## src/rtl/ram_prog_loader.sv

```systemverilog
// Program loader and RAM access arbiter for the 16x8 SAP program/data RAM.
// The loader streams an image into sequential addresses, then reads the whole
// image back and checks it against a trailing 8-bit checksum. When the loader
// is idle, the CPU drives the RAM directly.
module ram_prog_loader #(
    parameter int AW    = 4,
    parameter int DW    = 8,
    parameter int DEPTH = 16
) (
    input  logic          clk,
    input  logic          rst_n,
    input  logic          start,
    input  logic [DW-1:0] in_data,
    input  logic          in_valid,
    output logic          in_ready,
    input  logic [AW-1:0] cpu_addr,
    input  logic [DW-1:0] cpu_bus_in,
    input  logic          cpu_ram_out,
    input  logic          cpu_ram_in,
    output logic [DW-1:0] cpu_bus_out,
    output logic [AW-1:0] ram_addr,
    output logic [DW-1:0] ram_bus_in,
    output logic          ram_out,
    output logic          ram_in,
    input  logic [DW-1:0] ram_bus_out,
    output logic          busy,
    output logic          pass,
    output logic          err
);

    typedef enum logic [3:0] {
        S_IDLE,
        S_RECV,
        S_WRITE,
        S_RECV_CSUM,
        S_RD_ADDR,
        S_RD_SAMPLE,
        S_CHECK,
        S_DONE,
        S_ERR
    } state_t;

    localparam logic [AW-1:0] LAST_ADDR = AW'(DEPTH - 1);

    state_t        state, state_nxt;
    logic [AW-1:0] addr, addr_nxt;
    logic [DW-1:0] sum, sum_nxt;
    logic [DW-1:0] data_reg, data_nxt;
    logic [DW-1:0] csum_reg, csum_nxt;
    logic          pass_nxt, err_nxt;

    // State and datapath registers; reset aborts a load immediately.
    always_ff @(posedge clk or negedge rst_n) begin
        if (!rst_n) begin
            state    <= S_IDLE;
            addr     <= '0;
            sum      <= '0;
            data_reg <= '0;
            csum_reg <= '0;
            pass     <= 1'b0;
            err      <= 1'b0;
        end else begin
            state    <= state_nxt;
            addr     <= addr_nxt;
            sum      <= sum_nxt;
            data_reg <= data_nxt;
            csum_reg <= csum_nxt;
            pass     <= pass_nxt;
            err      <= err_nxt;
        end
    end

    // Next-state logic, RAM arbitration mux and stream handshake.
    always_comb begin
        state_nxt   = state;
        addr_nxt    = addr;
        sum_nxt     = sum;
        data_nxt    = data_reg;
        csum_nxt    = csum_reg;
        pass_nxt    = pass;
        err_nxt     = err;
        in_ready    = 1'b0;
        busy        = 1'b1;
        ram_addr    = addr;
        ram_bus_in  = data_reg;
        ram_out     = 1'b0;
        ram_in      = 1'b0;
        cpu_bus_out = '0;

        case (state)
            S_IDLE, S_DONE, S_ERR: begin
                // CPU owns the RAM; the loader is transparent.
                busy        = 1'b0;
                ram_addr    = cpu_addr;
                ram_bus_in  = cpu_bus_in;
                ram_out     = cpu_ram_out;
                ram_in      = cpu_ram_in;
                cpu_bus_out = ram_bus_out;
                if (start) begin
                    state_nxt = S_RECV;
                    addr_nxt  = '0;
                    sum_nxt   = '0;
                    pass_nxt  = 1'b0;
                    err_nxt   = 1'b0;
                end
            end
            S_RECV: begin
                in_ready = 1'b1;
                if (in_valid) begin
                    data_nxt  = in_data;
                    state_nxt = S_WRITE;
                end
            end
            S_WRITE: begin
                ram_in = 1'b1;
                if (addr == LAST_ADDR) begin
                    addr_nxt  = '0;
                    state_nxt = S_RECV_CSUM;
                end else begin
                    addr_nxt  = addr + 1'b1;
                    state_nxt = S_RECV;
                end
            end
            S_RECV_CSUM: begin
                in_ready = 1'b1;
                if (in_valid) begin
                    csum_nxt  = in_data;
                    state_nxt = S_RD_ADDR;
                end
            end
            S_RD_ADDR: begin
                // Present the address; the RAM returns data next cycle.
                ram_out   = 1'b1;
                state_nxt = S_RD_SAMPLE;
            end
            S_RD_SAMPLE: begin
                ram_out = 1'b1;
                sum_nxt = sum + ram_bus_out;
                if (addr == LAST_ADDR) begin
                    state_nxt = S_CHECK;
                end else begin
                    addr_nxt  = addr + 1'b1;
                    state_nxt = S_RD_ADDR;
                end
            end
            S_CHECK: begin
                if (sum == csum_reg) begin
                    pass_nxt  = 1'b1;
                    state_nxt = S_DONE;
                end else begin
                    err_nxt   = 1'b1;
                    state_nxt = S_ERR;
                end
            end
            default: begin
                state_nxt = S_IDLE;
            end
        endcase
    end

endmodule

```

## config.mk

```make
export PLATFORM = sky130hd
export DESIGN_NAME = ram_prog_loader
export DESIGN_NICKNAME = d
export VERILOG_FILES = /design/src/rtl/ram_prog_loader.sv
export SDC_FILE = /design/constraint.sdc
export NUM_CORES = 1
export LEC_CHECK = 0
export CAP_MARGIN = 40
export CORE_ASPECT_RATIO = 0.5
export CORE_MARGIN = 1
export CORE_UTILIZATION = 30
export CTS_BUF_LIST = sky130_fd_sc_hd__clkbuf_4
export DETAILED_ROUTE_END_ITERATION = 16
export PLACE_DENSITY_LB_ADDON = 0.15
export SETUP_SLACK_MARGIN = 0.02
export SYNTH_ARGS = -nofsm -noshare
export SYNTH_HDL_FRONTEND = slang
export SYNTH_SLANG_ARGS = --single-unit
export TNS_END_PERCENT = 20
```

## constraint.sdc

```tcl
create_clock -name clk -period 2.2 [get_ports clk]
set_clock_uncertainty 0.05 [all_clocks]
set_input_delay 0.44 -clock clk [delete_from_list [all_inputs] [get_ports clk]]
set_output_delay 0.44 -clock clk [all_outputs]
set_load 0.1 [all_outputs]
```

### After elaboration in Yosys (flattened, before gate mapping)

Cells that the tools add are included.
W data, S select, Z words.

* bits in registers: 34
* bits of input ports: 34
* output and inout bits: 26
* word-level logic and storage cells: 64

* add/sub/neg operators: 2
* equality and inequality tests: 16
* mux-type cells: 25
* reductions and logical operators: 14

Operators with widths (number)
* $mux W4: 8
* $pmux W4 S7: 1
* $mux W8: 3
* $eq A4 B3 Y1 const B: 4
* $pmux W8 S2: 1
* $ne A2 B2 Y1 const B: 6
* $pmux W4 S3: 1
* $reduce_and A3 Y1: 4
* $add A8 B8 Y8: 1
* $eq A4 B2 Y1 const B: 2
* $eq A4 B4 Y1 const B: 2
* $eq A8 B8 Y1: 1
* $pmux W1 S2: 4
* $reduce_and A2 Y1: 3
* $mux W1: 5
* $add A4 B1 Y4 const B: 1
* $eq A4 B1 Y1 const B: 1
* $logic_not A4 Y1: 1
* $mux W2: 2
* $reduce_bool A2 Y1: 2
* $reduce_or A2 Y1: 2
* $reduce_bool A3 Y1: 1
* $reduce_or A3 Y1: 1

### Depth between registers and ports, before layout

Gate-level depths: netlist (run 1).

* depth in word-level cells: 4
* depth in mapped cells: 7
* mapped depth without buffers: 7

### Least setup slack after synthesis (run 1)

Ideal clock, no wire load.

* path type: register to output
* start point: register state[0]
* end point: output port cpu_bus_out[7]
* data arrival time: 3336 ps
* required time: 1710 ps
* slack: -1626 ps
* stages on the path, launching flop included: 6
* buffers on the path: 1
* path through: dfrtp_1 > buf_6 > or3_1 > nand2_1 > clkinv_1 > nor2_1

* cells in the longest elaborated chain, start to end: 3
* elaborated cells on any way between the ends: 5
* those cells by class: eq/ne: 2; mux: 1; reduce/logical: 2

RTL lines
* from (decl): RTL line 45 `state_t state, state_nxt;`
* from (signal assigned): RTL line 63 `state <= state_nxt;`
* $eq A4 B3 Y1 (tied with other cells): RTL line 90 `case (state)`
* $reduce_or A3 Y1 (*): RTL line 90
* $mux W8 (*): RTL line 90
* to (decl): RTL line 20 `output logic [DW-1:0] cpu_bus_out,`

Every way passes the cells marked *; elsewhere a longest branch is shown, timed or not.

### Final worst setup path (run 1)

* start point: register state[0]
* end point: output port ram_addr[1]

* cells in the longest elaborated chain, start to end: 3
* elaborated cells on any way between the ends: 5
* those cells by class: eq/ne: 2; mux: 1; reduce/logical: 2

RTL lines
* $eq A4 B3 Y1 (tied with other cells): RTL line 90
* $reduce_or A3 Y1 (*): RTL line 90
* $mux W4 (*): RTL line 90
* to (decl): RTL line 21 `output logic [AW-1:0] ram_addr,`

Marks and branches as above.

==> results of run 1 <==
-- worst max path at each step --
stage,cells past startpoint,start,end
3_3_place_gp,8,ram_bus_out[0],sum[6]
2_1_floorplan,5,state[0],ram_in
3_5_place_dp,8,ram_bus_out[0],sum[6]
6_report,5,state[0],ram_addr[1]
4_1_cts,5,state[0],ram_addr[1]
5_1_grt,6,state[0],ram_addr[1]
-- what timing repair did --
action / 4_1_cts / 5_1_grt
endpoints found under the setup margin: 24 / 25
cloned: 2 / 0
pin swaps: 9 / 5
buffers inserted: 8 / 0
resized for setup: 32 / 5
-- area by class of cell --
| class | count | area [sq um] |
|---|---|---|
| clock buffers | 5 | 37.5 |
| well taps | 96 | 120 |
| fillers | 689 | 3650 |
| multi-input cells | 191 | 1480 |
| flip-flops and latches | 34 | 851 |
| clock inverters | 3 | 40.0 |
| repair buffers | 94 | 1160 |
| inverters | 8 | 37.5 |
-- metal layers --
layer | vias up | GRT usage, %
met5 | - | 0
met4 | 0 | 4.37
met3 | 8 | 4.27
met2 | 46 | 26.1
met1 | 1078 | 23.2
li1 | 1062 | -
-- cell families after synthesis --
kind of cell | Yosys count
XOR/XNOR | 10
AND/OR/NAND/NOR | 94
multiplexers | 22
buffers and inverters | 19
adder cells (fa/ha/maj) | 9
AO/OA/AOI/OAI | 56
flip-flops | 34
-- through the flow --
| step | TNS (ns) | utilization (%) | cell area (sq um) |
|---|---|---|---|
| floorplan | -4.92 | - | 2340 |
| global placement | -0.995 | 46.3 | 3420 |
| detailed placement | -1.26 | 46.3 | 3420 |
| CTS | -3.98 | 50.2 | 3700 |
| global route | -5.42 | 50.5 | 3720 |
| finish | -3.42 | 50.5 | 3720 |
-- cell usage in the layout, fill, tap and decap left out, types with 6 or more instances in the layout --
cell             Yosys  layout
nor2_1              14      13
xnor2_1              6       6
ha_1                 8       7
nand2_2              1       8
inv_1                7       7
clkdlybuf4s50_1      0      33
o21ai_0             14      12
mux2_2              21      17
a21oi_1              9       9
nand2_1             37      28
and2_4               0       7
nand3_1              9       9
buf_12               0      26
dfrtp_1             34      34
buf_4                4      27
-- synth_stat cells, types with 4 or more instances --
library cell and number:
xnor2_1 6, xor2_1 4, nor2_1 14, inv_1 7
a22o_1 5, buf_2 5, ha_1 8, nand2_1 37
a211oi_1 5, mux2_2 21, a21oi_1 9, buf_4 4
and2_1 9, o21ai_0 14, nand3_1 9, dfrtp_1 34
-- worst max-delay path, cell delays in order, from the launching register on --
cell     delay, ns
dfrtp_1       0.42
or3_4         0.42
nand2_8       0.10
buf_12        0.15
mux2_4        0.33
buf_12        0.17
==> impl_metrics.ini, run 1 <==
[status]
status = complete, but fails checks
violations = setup timing

[critical_path]
r2r_slack_ns = 0.16
r2r_start = sum[0]
cp.required_ns = 1.71
rr_endpoint = sum[6]
crit_path_end_kind = output pin
critPathArrivalTime_ns = 1.94
rr_worst_depth = 7
critPathMaxFanout = 6
startpoint_type = register
critPathKind = register to output pin

[sta]
tightest_slew_ns = 0.593
setup_slack_ns = -0.228
slew_headroom_pct = 60.3
slew_violations = 0
rsz0062_at_grt = true
period_needed_ns = 2.43
fmax_mhz = 412
period_share_pct = 110
setup_viol = 21
hold_viol = 0
whs_ns = 0.429

[logic_synthesis]
yosys_most_used_dff = dfrtp_1
synthXorXnorAreaFrac_pct = 3.79
synth.distinct_cells = 62
synth_simple_gate_area_share_pct = 21.8
synth-compound-area-share_pct = 17.3
synth_seq_area_share_pct = 36.9
syn_nets = 287
yosysTopAreaCell = dfrtp_1
async_flop_share_pct = 100
synth_area_per_cell_sq_um = 9.46
synth.ff_latch_count = 34
synth_edf_count = 0
ys_warn_count = 0
synth_fa_ha_area_share_pct = 5.20
synth_top_family_by_area = simple AND/OR/NAND/NOR gates
syn_inst = 244
netlist.area_leader.share_pct = 36.9
yosys-top-cells-area = dfrtp_1 (37%), mux2_2 (10%), nand2_1 (6.0%)
synth_mux_area_share_pct = 10.7
synthesis.area_sq_um = 2310

[routing]
wl_met3_um = 289
routed_wl_mm = 6.50
drt-met1-wl_mm = 3.10
ant_nets = 0
drt_drc_violations_left = 0
vias = 2194
firstDrtPassIters = 4
routedWlPerCell_um = 15.1
routed-wl-met2_mm = 3.04
drt_iter0_drc = 128
vias_per_cell = 5.09
top_layer = met4

[floorplanning]
die_area_sq_um = 8070
start_util_pct = 31.3
core_sq_um = 7380
io_pins = 60
row_count = 22
fp.dieH_um = 64.0
die_w_um = 126

[hold_path]
min_path_type = primary input to asynchronous set/reset pin

[placed_design]
place_inst = 413
routabilityCongestion = 0.863
io_buffers = 59
hpwl_mm = 4.64
preCtsSetupSlack_ns = -0.482

[layout]
drive_above_1_share_pct = 37.6
area_growth_syn_to_layout_pct = 61.2
final_cells = 431
fin_nets = 377
diodes = 0

[grt]
grt_util_all_layers_pct = 16.8
grt_pass1_wl_mm = 10.5
antenna_found_initial = 0
grt_pass1_vias = 2124
grt_max_degree = 35
grt_overflow = 0

[clock_tree]
path_clk_slew_ns = 0.12
cts_tree = yes
cts-hold-fix-buffers = 0
root_buffer = clkbuf_4
cts_made_buffers = 5
clockBufferDepth = 2
htreeDepth = 2
clk_latency_ns = 0.36
numClockSinks = 34

[flow_run]
drv_cap = 0
Power of run 1 is not shown: default switching activity piles up to over one toggle a cycle in this logic, so the estimate is an artifact.
==> run 2: changes to the inputs <==
--- a/config.mk
+++ b/config.mk
@@ -12,6 +12,7 @@
 export CTS_BUF_LIST = sky130_fd_sc_hd__clkbuf_4
 export DETAILED_ROUTE_END_ITERATION = 16
 export PLACE_DENSITY_LB_ADDON = 0.15
+export REMOVE_ABC_BUFFERS = 1
 export SETUP_SLACK_MARGIN = 0.02
 export SYNTH_ARGS = -nofsm -noshare
 export SYNTH_HDL_FRONTEND = slang
==> run 2 against run 1 <==
- the flow still finishes with violations (setup timing)
- critical endpoint unchanged
- core utilization shrank 2.3 points
- via count decreased by 2.1%
- routed wire length decreased by 9.6%
- hold slack gained 0.029 ns
- die area is the same
- sequential share of layout area rose by 1.1 points
- critical path type unchanged
- global-route usage down 0.93 points
- critical path depth unchanged
- first-iteration DRC count is 44% higher
- fmax rose by 2.2%
- clock-buffer cell count increased by 1
- register-to-register slack better by 0.02 ns
==> impl_metrics.ini, run 2 (synthesized netlist as in run 1, its figures left out) <==
[status]
status = complete, but fails checks
violations = setup timing

[floorplanning]
die_area_sq_um = 8070
row_count = 22
die_w_um = 126
io_pins = 60
core_sq_um = 7380
fp.dieH_um = 64.0
start_util_pct = 31.3

[placed_design]
place_inst = 412
hpwl_mm = 4.62
io_buffers = 59
routabilityCongestion = 0.850

[grt]
grt_pass1_wl_mm = 10.1
antenna_found_initial = 0
grt_util_all_layers_pct = 15.9
grt_pass1_vias = 2112
grt_overflow = 0
grt_max_degree = 35

[critical_path]
critPathMaxFanout = 5
critPathKind = register to output pin
critPathArrivalTime_ns = 1.89
r2r_slack_ns = 0.18
critPathSlowestCell = or3_4
cp.required_ns = 1.71
max_stage_delay_ns = 0.42
rr_worst_depth = 7
r2r_start = sum[0]
rr_endpoint = sum[6]
path_cells = or3_4, nand2_4, buf_6, mux2_4, buf_12
crit_path_end_kind = output pin
startpoint_type = register

[layout]
nFillCells = 717
layout_commonest_cell = dfrtp_1
fin_nets = 367
drive_above_1_share_pct = 35.7
area_growth_syn_to_layout_pct = 53.8
diodes = 0
final_cell_mix = dfrtp_1 (34), clkdlybuf4s50_1 (33), nand2_1 (25), buf_12 (24), buf_4 (21)
final_cells = 421
postLayoutCoreUtil_pct = 48.1

[clock_tree]
cts_made_buffers = 5
clk_latency_ns = 0.33
path_clk_slew_ns = 0.11
numClockSinks = 34
clockBufferDepth = 2
root_buffer = clkbuf_4
htreeDepth = 2
cts_tree = yes

[sta]
hold_viol = 0
setup_viol = 20
fmax_mhz = 421
slew_headroom_pct = 63.9
setup_slack_ns = -0.176
period_needed_ns = 2.38
slew_violations = 0
whs_ns = 0.457
period_share_pct = 108
tightest_slew_ns = 0.538
rsz0062_at_grt = true

[routing]
drt_drc_violations_left = 0
routed_wl_mm = 5.88
vias = 2148
drt_iter0_drc = 184
vias_per_cell = 5.10
firstDrtPassIters = 4
ant_nets = 0
routedWlPerCell_um = 14.0

[hold_path]
min_path_type = primary input to asynchronous set/reset pin

[flow_run]
drv_cap = 0
[run 2: how the worst max path moves through the flow]
stage              startpoint             end  slack [ns]  cells past startpoint
6_report             state[1]     ram_addr[1]       -0.18                      5
5_1_grt              state[1]   ram_bus_in[6]       -0.26                      7
4_1_cts              state[2]     ram_addr[0]       -0.19                      5
3_5_place_dp   ram_bus_out[0]          sum[6]       -0.45                      8
3_3_place_gp   ram_bus_out[0]          sum[6]       -0.41                      8
2_1_floorplan        state[0]  cpu_bus_out[7]       -2.07                      4
[run 2: cell type report]
type / instances / area, sq um / area share, %
clock inverter: 2 / 8.76 / 0.247
multi-input combinational: 191 / 1460 / 41.1
sequential: 34 / 851 / 24.0
inverter: 8 / 30.0 / 0.846
timing repair buffer: 84 / 1040 / 29.2
tap: 96 / 120 / 3.38
clock buffer: 6 / 45.0 / 1.27
[run 2: metrics by stage]
step                      area [sq um]  worst slack [ns]  setup TNS (ns)
after global routing              3550            -0.256           -4.17
final                             3550            -0.176           -2.32
after CTS                         3520            -0.193           -2.74
after detailed placement          3360            -0.447           -1.09
after global placement            3360            -0.411          -0.842
after floorplan                   2240             -2.07          -19.52
[run 2: repair_timing]
| action | CTS | global route |
|---|---|---|
| hold buffers | 0 | 0 |
| setup buffers | 1 | 0 |
| pin swaps | 9 | 8 |
| hold endpoints to repair | 0 | 0 |
| resized for setup | 28 | 12 |
| setup endpoints to repair | 24 | 25 |
[run 2: critical path: cells and delay by family, from the launching register on]
kind	cells	cell delay (ns)
buffers and inverters	2	0.31
multiplexers	1	0.31
flip-flops	1	0.41
AND/OR/NAND/NOR	2	0.52
[run 2: per-layer routing]
| metal | track usage (%) | part of all wire, % | vias up |
|---|---|---|---|
| met4 | 4.82 | 0.58 | 0 |
| met3 | 3.43 | 3.9 | 2 |
| li1 | - | - | 1053 |
| met1 | 22.4 | 49 | 1058 |
| met5 | 0 | 0 | - |
| met2 | 24.1 | 46 | 35 |
Power of run 2 is left out for the same reason.
==> run 3: changes to the inputs <==
--- a/config.mk
+++ b/config.mk
@@ -8,12 +8,14 @@
 export CAP_MARGIN = 40
 export CORE_ASPECT_RATIO = 0.5
 export CORE_MARGIN = 1
-export CORE_UTILIZATION = 30
+export CORE_UTILIZATION = 46
 export CTS_BUF_LIST = sky130_fd_sc_hd__clkbuf_4
+export CTS_CLUSTER_DIAMETER = 40
 export DETAILED_ROUTE_END_ITERATION = 16
 export PLACE_DENSITY_LB_ADDON = 0.15
 export REMOVE_ABC_BUFFERS = 1
 export SETUP_SLACK_MARGIN = 0.02
+export SLEW_MARGIN = 10
 export SYNTH_ARGS = -nofsm -noshare
 export SYNTH_HDL_FRONTEND = slang
 export SYNTH_SLANG_ARGS = --single-unit
==> run 3 against run 2 <==
- the flow still finishes with violations (setup timing)
- worst setup slack improved by 0.025 ns
- via count is 3.0% higher
- sequential cell count unchanged
- global-route usage is 9.6 points higher
- design area grew 3.8%
- clock-buffer cell count increased by 1
- core utilization rose by 32 points
- sequential share of layout area shrank 0.87 points
- routed wire length is 11% higher
- hold slack improved by 0.019 ns
- critical endpoint unchanged
==> impl_metrics.ini, run 3 (synthesized netlist as in run 1, its figures left out) <==
[floorplanning]
core_sq_um = 4590
io_pins = 60
fp.dieH_um = 52.1
row_count = 17
start_util_pct = 50.2
die_w_um = 102
die_area_sq_um = 5320

[layout]
seqCellArea_sq_um = 851
drive_above_1_share_pct = 40.2
area_growth_syn_to_layout_pct = 59.6
fin_nets = 376
nFillCells = 299
final_cell_mix = dfrtp_1 (34), clkdlybuf4s50_1 (33), buf_4 (28), buf_12 (25), nand2_1 (18)
final_cell_area_sq_um = 3680
multi_input_area_sq_um = 1520
postLayoutCoreUtil_pct = 80.2
layout_commonest_cell = dfrtp_1
diodes = 0

[sta]
slew_violations = 0
rsz0062_at_grt = true
setup_slack_ns = -0.150
slew_headroom_pct = 65.2
period_needed_ns = 2.35
tightest_slew_ns = 0.519
hold_viol = 0
fmax_mhz = 425
setup_viol = 22
period_share_pct = 107

[routing]
drt_drc_violations_left = 0
vias_per_cell = 5.54
routed_wl_mm = 6.52
firstDrtPassIters = 4
drt_iter0_drc = 103
vias = 2212
ant_nets = 0
routedWlPerCell_um = 16.3

[critical_path]
critPathSlowestCell = or3_4
crit_buf_inv = 1
critPathMaxFanout = 7
critPathTopFamily = simple AND/OR/NAND/NOR gates
max_stage_delay_ns = 0.44
critPathArrivalTime_ns = 1.86
critPathKind = register to output pin
startpoint_type = register
cp.required_ns = 1.71
path_cells = or3_4, nand2_8, mux2_4, buf_12
crit_path_end_kind = output pin

[placed_design]
placed_cell_area_sq_um = 3340
io_buffers = 59
hpwl_mm = 4.55
routabilityCongestion = 0.789

[grt]
grt_util_all_layers_pct = 25.5
antenna_found_initial = 0
grt_max_degree = 35
grt_pass1_wl_mm = 10.2
grt_overflow = 0
grt_pass1_vias = 2153

[clock_tree]
cts_made_buffers = 5
clockBufferDepth = 2
numClockSinks = 34
htreeDepth = 2
cts_tree = yes
clk_latency_ns = 0.34
root_buffer = clkbuf_4
path_clk_slew_ns = 0.11

[hold_path]
min_path_type = primary input to asynchronous set/reset pin

[status]
status = complete, but fails checks
violations = setup timing

[flow_run]
drv_cap = 0
## run 3: cell count changes in the layout (fill, tap and decap cells not counted), moves of 2 or more
| cell | previous run | this run |
|---|---|---|
| and2_1 | 4 | 2 |
| nand2_4 | 1 | 6 |
| and2_4 | 5 | 7 |
| nand2_1 | 25 | 18 |
| buf_6 | 6 | 3 |
| clkbuf_16 | 0 | 2 |
| buf_4 | 21 | 28 |
## run 3: routing by layer
layer / share of wire (%) / track usage (%)
met1: 47 / 33.2
met2: 49 / 43.5
met3: 3.7 / 4.97
met4: 0.86 / 6.90
met5: 0 / 0
## run 3: final cells by class
type,count,area share (%)
tap,66,2.24
multi-input combinational,191,41.1
sequential,34,23.1
inverter,8,1.02
clock buffer,7,1.43
timing repair buffer,93,31.1
## run 3: what timing repair did
item / CTS / global route
cloned: 1 / 2
hold buffers: 0 / 0
setup buffers: 4 / 1
endpoints found under the setup margin: 24 / 26
pin swaps: 6 / 12
resized for setup: 40 / 19
## run 3: stage by stage
stage / TNS [ns] / hold WS (ns) / worst slack (ns) / std cells
floorplan: -19.52 / 0.0944 / -2.07 / 233
global placement: -0.904 / 0.438 / -0.383 / 384
detailed placement: -1.35 / 0.445 / -0.457 / 384
CTS: -2.80 / 0.468 / -0.141 / 396
global route: -4.19 / 0.502 / -0.203 / 399
finish: -2.91 / 0.476 / -0.150 / 399
## run 3: path summary, 6_finish.rpt
path | start | end | cells after the start | slack [ns]
worst max-delay path | state[2] | ram_addr[1] | 4 | -0.15
min in group clk | data_reg[4] | data_reg[4] | 1 | 0.49
worst min register to register | data_reg[4] | data_reg[4] | 1 | 0.49
max in group asynchronous | rst_n | csum_reg[4] | 2 | 1.31
worst max register to register | sum[0] | sum[6] | 7 | 0.12
worst min-delay path | rst_n | data_reg[1] | 2 | 0.48
Power of run 3 is left out for the same reason.
